<file path="config.mk">
export PLATFORM = sky130hd
export DESIGN_NAME = fetch_ctrl_flat
export DESIGN_NICKNAME = d
export VERILOG_FILES = /design/src/rtl/fetch_ctrl_if.sv /design/src/rtl/fetch_ctrl.sv /design/src/flat_wrapper.sv
export SDC_FILE = /design/constraint.sdc
export NUM_CORES = 1
export LEC_CHECK = 0
export CAP_MARGIN = 5
export CORE_MARGIN = 2
export CORE_UTILIZATION = 41
export CTS_BUF_LIST = sky130_fd_sc_hd__clkbuf_16
export DETAILED_ROUTE_END_ITERATION = 6
export GPL_TIMING_DRIVEN = 0
export PLACE_DENSITY_LB_ADDON = 0.2
export SLEW_MARGIN = 20
export SYNTH_ARGS = -nofsm -noshare
export SYNTH_HDL_FRONTEND = slang
export SYNTH_SLANG_ARGS = --single-unit
export TNS_END_PERCENT = 5
</file>
<file path="constraint.sdc">
create_clock -name clk -period 1.84 [get_ports clk]
set_clock_uncertainty 0.05 [all_clocks]
set_input_delay 0.276 -clock clk [delete_from_list [all_inputs] [get_ports clk]]
set_output_delay 0.276 -clock clk [all_outputs]
set_load 0.05 [all_outputs]
</file>
<file path="src/rtl/fetch_ctrl_if.sv">
// rtl/fetch_ctrl_if.sv - instruction memory and decode handshake bundle for fetch_ctrl
interface fetch_ctrl_if #(
   parameter int PC_W = 8
) ();
   logic            imem_req;
   logic [PC_W-1:0] imem_addr;
   logic            imem_ack;
   logic [31:0]     imem_rdata;
   logic            inst_valid;
   logic [31:0]     inst;
   logic [PC_W-1:0] inst_pc;
   logic            stall;
   logic            timeout_err;

   modport master (
      output imem_req, imem_addr, inst_valid, inst, inst_pc, timeout_err,
      input  imem_ack, imem_rdata, stall
   );

   modport slave (
      input  imem_req, imem_addr, inst_valid, inst, inst_pc, timeout_err,
      output imem_ack, imem_rdata, stall
   );
endinterface

</file>
<file path="src/rtl/fetch_ctrl.sv">
// rtl/fetch_ctrl.sv - instruction fetch sequencer owning the PC, with redirect and memory timeout
module fetch_ctrl #(
   parameter int              PC_W     = 8,
   parameter logic [PC_W-1:0] RESET_PC = '0,
   parameter int              MAX_WAIT = 15
) (
   input  logic            clk,
   input  logic            rst_n,
   input  logic            run,
   input  logic            redirect_valid,
   input  logic [PC_W-1:0] redirect_pc,
   fetch_ctrl_if.master    bus
);
   localparam int CNT_W = $clog2(MAX_WAIT + 1);

   typedef enum logic [1:0] {IDLE, FETCH, OUT, ERR} state_t;

   state_t           state_q, state_d;
   logic [PC_W-1:0]  pc_q, pc_d;
   logic [PC_W-1:0]  inst_pc_q, inst_pc_d;
   logic [CNT_W-1:0] wait_cnt_q, wait_cnt_d;
   logic [31:0]      inst_q, inst_d;
   logic             inst_valid_q, inst_valid_d;
   logic             timeout_err_q, timeout_err_d;

   always_ff @(posedge clk or negedge rst_n) begin
      if (!rst_n) begin
         state_q       <= IDLE;
         pc_q          <= RESET_PC;
         inst_pc_q     <= '0;
         wait_cnt_q    <= '0;
         inst_q        <= '0;
         inst_valid_q  <= 1'b0;
         timeout_err_q <= 1'b0;
      end else begin
         state_q       <= state_d;
         pc_q          <= pc_d;
         inst_pc_q     <= inst_pc_d;
         wait_cnt_q    <= wait_cnt_d;
         inst_q        <= inst_d;
         inst_valid_q  <= inst_valid_d;
         timeout_err_q <= timeout_err_d;
      end
   end

   // Redirect outranks ack, stall and run in every live state.
   always_comb begin
      state_d       = state_q;
      pc_d          = pc_q;
      inst_pc_d     = inst_pc_q;
      wait_cnt_d    = wait_cnt_q;
      inst_d        = inst_q;
      inst_valid_d  = inst_valid_q;
      timeout_err_d = timeout_err_q;
      case (state_q)
         IDLE: begin
            if (redirect_valid) begin
               pc_d = redirect_pc;
            end else if (run) begin
               state_d = FETCH;
            end
         end
         FETCH: begin
            if (redirect_valid) begin
               pc_d       = redirect_pc;
               wait_cnt_d = '0;
            end else if (bus.imem_ack) begin
               inst_d       = bus.imem_rdata;
               inst_pc_d    = pc_q;
               inst_valid_d = 1'b1;
               pc_d         = pc_q + PC_W'(1);
               wait_cnt_d   = '0;
               state_d      = OUT;
            end else begin
               wait_cnt_d = wait_cnt_q + CNT_W'(1);
               if (wait_cnt_q == CNT_W'(MAX_WAIT - 1)) begin
                  state_d       = ERR;
                  timeout_err_d = 1'b1;
               end
            end
         end
         OUT: begin
            if (redirect_valid) begin
               inst_valid_d = 1'b0;
               pc_d         = redirect_pc;
               state_d      = FETCH;
            end else if (!bus.stall) begin
               inst_valid_d = 1'b0;
               state_d      = run ? FETCH : IDLE;
            end
         end
         ERR: begin
            inst_valid_d  = 1'b0;
            timeout_err_d = 1'b1;
         end
         default: state_d = IDLE;
      endcase
   end

   assign bus.imem_req    = (state_q == FETCH);
   assign bus.imem_addr   = pc_q;
   assign bus.inst_valid  = inst_valid_q;
   assign bus.inst        = inst_q;
   assign bus.inst_pc     = inst_pc_q;
   assign bus.timeout_err = timeout_err_q;
endmodule

</file>
<file path="src/flat_wrapper.sv">
// flat-port wrapper written by rule: the top's interface ports become plain ports
module fetch_ctrl_flat 
#(
   parameter int              PC_W     = 8,
   parameter logic [PC_W-1:0] RESET_PC = '0,
   parameter int              MAX_WAIT = 15
)
  (clk, rst_n, run, redirect_valid, redirect_pc, bus_imem_req, bus_imem_addr, bus_inst_valid, bus_inst, bus_inst_pc, bus_timeout_err, bus_imem_ack, bus_imem_rdata, bus_stall);
  fetch_ctrl_if #(.PC_W(PC_W)) bus_i ();
  input  logic clk;
  input  logic rst_n;
  input  logic run;
  input  logic redirect_valid;
  input  logic [PC_W-1:0] redirect_pc;
  output wire logic [$bits(bus_i.imem_req)-1:0] bus_imem_req;
  output wire logic [$bits(bus_i.imem_addr)-1:0] bus_imem_addr;
  output wire logic [$bits(bus_i.inst_valid)-1:0] bus_inst_valid;
  output wire logic [$bits(bus_i.inst)-1:0] bus_inst;
  output wire logic [$bits(bus_i.inst_pc)-1:0] bus_inst_pc;
  output wire logic [$bits(bus_i.timeout_err)-1:0] bus_timeout_err;
  input wire logic [$bits(bus_i.imem_ack)-1:0] bus_imem_ack;
  input wire logic [$bits(bus_i.imem_rdata)-1:0] bus_imem_rdata;
  input wire logic [$bits(bus_i.stall)-1:0] bus_stall;
  assign bus_imem_req = bus_i.imem_req;
  assign bus_imem_addr = bus_i.imem_addr;
  assign bus_inst_valid = bus_i.inst_valid;
  assign bus_inst = bus_i.inst;
  assign bus_inst_pc = bus_i.inst_pc;
  assign bus_timeout_err = bus_i.timeout_err;
  assign bus_i.imem_ack = bus_imem_ack;
  assign bus_i.imem_rdata = bus_imem_rdata;
  assign bus_i.stall = bus_stall;
  fetch_ctrl #(.PC_W(PC_W), .RESET_PC(RESET_PC), .MAX_WAIT(MAX_WAIT)) u_core (.clk(clk), .rst_n(rst_n), .run(run), .redirect_valid(redirect_valid), .redirect_pc(redirect_pc), .bus(bus_i));
endmodule
</file>
==> impl.org <==
** Outcome
- The run finished, with violations left.
- The checks that failed: negative hold slack, negative setup slack.

** Worst setup path
- In this run the worst path has a maximum fanout of 10.
- The critical path is of the reg2reg type.
- The endpoint identified for the worst register-to-register timing path is u_core.bus.inst[18]$_DFFE_PN0P_.
- Register-to-Register Path Depth :: 6
- Data arrival at the endpoint of the critical path :: 1.97 ns
- Endpoint required time on the critical path :: 1.96 ns
- The worst register-to-register path begins at u_core.state_q[1]$_DFFE_PN0P_.
- Worst reg-to-reg setup slack :: -0.01 ns
- Type of destination of the critical path :: flip-flop
- Critical path startpoint category :: flip-flop

** Floorplanning
- Measured along the x axis, the die boundary spans 85.4 um.
- Starting Density :: 42.5%
- For this design the top-level I/O count stands at 97.
- Core area :: 6390 sq um
- Die Area :: 7290 sq um
- The floorplan has 29 rows.
- Chip Height :: 85.4 um

** Clock network
- For this design, the CTS-stage hold fixing added 0 buffers.
- Root Buffer Master :: sky130_fd_sc_hd__clkbuf_16
- After clock tree synthesis, the clock-pin slew on the worst setup and hold paths is 0.07 ns.
- Total number of clock tree sinks :: 56
- In this run, CTS created clock tree buffers numbering 5.
- H-tree depth :: 2
- Worst-skew pair later-pin latency :: 0.29 ns
- Counting along the longest clock path gives a buffer depth of 2.
- TritonCTS clock tree :: built

** Yosys
- Mean post-synth cell area :: 13.7 sq um
- After synthesis, the netlist uses 36 different library cells.
- FF+latch count, synth :: 56
- Post-synthesis cell type with the largest combined area :: sky130_fd_sc_hd__dfrtp_1
- Counting flops with an async set or reset pin after synthesis yields a share of 100%.
- When the netlist entered floorplanning its net count stood at 252.
- Most area-consuming cells after synthesis :: sky130_fd_sc_hd__dfrtp_1 (52%), sky130_fd_sc_hd__mux2_4 (22%), sky130_fd_sc_hd__ha_1 (3.7%)
- Count of flip-flops with a built-in enable after synthesis :: 0
- Most numerous cell in the Yosys netlist :: sky130_fd_sc_hd__dfrtp_1
- Post-synthesis sequential area ratio :: 51.6%
- In the synthesized netlist the dominant register cell turns out to be sky130_fd_sc_hd__dfrtp_1.
- For this run, the number of Yosys warnings is 0.
- Cell Area, Synth :: 2720 sq um
- Area share of the leading cell type in the synthesized netlist :: 51.6%
- Cells after Synth :: 198
- Top cell types by occurrence after synthesis :: sky130_fd_sc_hd__dfrtp_1 (56), sky130_fd_sc_hd__mux2_4 (40), sky130_fd_sc_hd__o21ai_0 (12)

** Timing
- The hold violation count in the final report came to 11.
- Post-route clock period utilization :: 101%
- Final setup viols :: 41
- Slack of the critical path :: -0.0141 ns
- The worst pin sits at a relative slew slack of 53.0%.
- RSZ-0062 raised after global routing :: true
- Timing would allow up to 0.539 GHz.
- Smallest hold slack :: -0.00373 ns
- Post-layout minimum cycle time :: 1.85 ns
- Slew at the pin closest to its max-slew limit :: 0.705 ns
- The count of pins over their slew limit is 0.

** Power
- Power comes to 8690 uW.
- Dividing total power by cell area gives a power density of 2140 nW/um^2.
- Standby leakage power :: 0.00186 uW
- Worst voltage drop across the vdd grid :: 1.37 mV

** Detailed routing
- Remaining antenna violation count after routing :: 0
- Overall routed net length :: 6290 um
- Number of detailed-route iterations in the first pass :: 4
- After the first detailed-routing iteration, the DRC count stood at 68.
- For this run, design rule violations remaining after detail routing come to 0.
- Average wire per cell in the routed design :: 16.5 um
- Vias per cell :: 5.23
- Detailed routing inserted a total of 1992 vias.

** Placed design
- Routability congestion estimate from global placement :: 0.778
- At the placement stage, the worst setup path has a slack of -0.300 ns.
- During placement, the flow inserted port buffers numbering 96.
- Summed over all nets, the half-perimeter wirelength after detailed placement is 4430 um.

** Layout
- Sequential cell area in the final layout :: 1400 sq um
- Of the cells placed in the final design, the portion with a size suffix greater than 1 is 26.0%.
- The net count of the finished layout is 357.
- The filler cells instantiated in the layout total 518.
- Area growth from synthesis to final layout :: 49.4%
- Layout Utilization :: 63.5%
- Multi-input logic area :: 1280 sq um
- Number of diodes added for antenna fixing :: 0

** GRT
- Entering global routing, the biggest net connects 57 pins.
- Global-route usage over all layers :: 17.1%
- The number of global-route vias before repair was 1960.
- For this run the aggregate overflow at the end of global routing stands at 0.
- The first global-routing pass estimated 9920 um of wire.
- Antenna violations before repair :: 0

** Min path
- The worst hold path belongs to the class in2async.

** Run
- Number of maximum-capacitance violations :: 0
power breakdown:
part	total (uW)	switching, uW	internal [uW]	leakage [uW]
logic	5360	3140	2210	0.00111
clock network	1070	425	640	0.0000814
registers	2270	445	1820	0.000662
worst max-delay path by stage:
stage / cells after the start / from / to / slack, ns
floorplan: 7 / u_core.state_q[1]$_DFFE_PN0P_ / u_core.bus.inst_pc[3]$_DFFE_PN0P_ / -0.05
global placement: 1 / rst_n / u_core.bus.imem_addr[3]$_DFFE_PN0P_ / -1.38
detailed placement: 6 / u_core.state_q[0]$_DFFE_PN0P_ / u_core.bus.imem_addr[1]$_DFFE_PN0P_ / -0.30
CTS: 6 / u_core.state_q[1]$_DFFE_PN0P_ / u_core.state_q[0]$_DFFE_PN0P_ / -0.08
global route: 7 / u_core.state_q[0]$_DFFE_PN0P_ / u_core.state_q[1]$_DFFE_PN0P_ / -0.11
finish: 6 / u_core.state_q[1]$_DFFE_PN0P_ / u_core.bus.inst[18]$_DFFE_PN0P_ / -0.01
logic make-up after synthesis:
logic type,after synthesis,share of synthesized area (%)
flip-flops,56,51.6
multiplexers,44,23.7
AND/OR/NAND/NOR,40,7.60
AO/OA/AOI/OAI,34,8.48
buffers and inverters,16,4.97
adder cells (fa/ha/maj),8,3.69
layer usage:
| metal | global-route usage (%) | up-vias | wire length, um |
|---|---|---|---|
| met4 | 3.90 | 0 | 36 |
| met2 | 26.5 | 77 | 2980 |
| met5 | 0 | - | 0 |
| li1 | - | 933 | - |
| met3 | 3.70 | 2 | 351 |
| met1 | 24.6 | 980 | 2920 |
sequential cells by signal, indices dropped and copies added, names as in the netlist:
signal / cells
u_core.bus.inst: 32
u_core.bus.imem_addr: 8
u_core.bus.inst_pc: 8
u_core.wait_cnt_q: 4
u_core.state_q: 2
u_core.bus.inst_valid: 1
u_core.bus.timeout_err: 1
repair_timing:
item	4_1_cts	5_1_grt
resized for setup	18	16
pin swaps	1	1
buffers inserted	1	4
setup endpoints to repair	59	51
layout make-up:
type / instances / area share (%)
clock inverter: 3 / 1.05
buffer: 6 / 2.28
timing repair buffer: 101 / 24.3
inverter: 7 / 0.833
multi-input combinational: 126 / 31.5
sequential: 56 / 34.6
tap: 77 / 2.37
clock buffer: 5 / 3.08
per-stage QoR:
stage	cells	setup TNS, ns	hold WS, ns	instance area [sq um]
after floorplan	198	-1.91	-0.0696	2730
after global placement	371	-87.99	0.420	3790
after detailed placement	371	-10.89	0.335	3790
after CTS	379	-1.96	0.0228	3990
after global routing	381	-2.87	0.0582	4060
final	381	-0.322	-0.00373	4060
cell usage in the layout (no fill, tap or decap), types with 3 or more instances in the layout:
cell,n
sky130_fd_sc_hd__clkdlybuf4s50_1,84
sky130_fd_sc_hd__nand2_1,6
sky130_fd_sc_hd__dfrtp_1,54
sky130_fd_sc_hd__nor2_1,6
sky130_fd_sc_hd__dlygate4sd2_1,8
sky130_fd_sc_hd__clkbuf_16,5
sky130_fd_sc_hd__a211oi_1,3
sky130_fd_sc_hd__ha_1,5
sky130_fd_sc_hd__nand3_1,8
sky130_fd_sc_hd__a2bb2oi_1,6
sky130_fd_sc_hd__buf_4,6
sky130_fd_sc_hd__o21ai_0,12
sky130_fd_sc_hd__ha_4,3
sky130_fd_sc_hd__nor3_1,5
sky130_fd_sc_hd__mux2_4,41
sky130_fd_sc_hd__inv_1,4
sky130_fd_sc_hd__buf_12,4
worst max-delay path, cell delays in order (launching register included):
cell                      delay (ns)
sky130_fd_sc_hd__dfrtp_2        0.46
sky130_fd_sc_hd__inv_4          0.09
sky130_fd_sc_hd__ha_4           0.19
sky130_fd_sc_hd__inv_6          0.06
sky130_fd_sc_hd__or3_4          0.41
sky130_fd_sc_hd__buf_12         0.18
sky130_fd_sc_hd__mux2_4         0.30
Note: power is estimated with default switching activity, not from simulation.
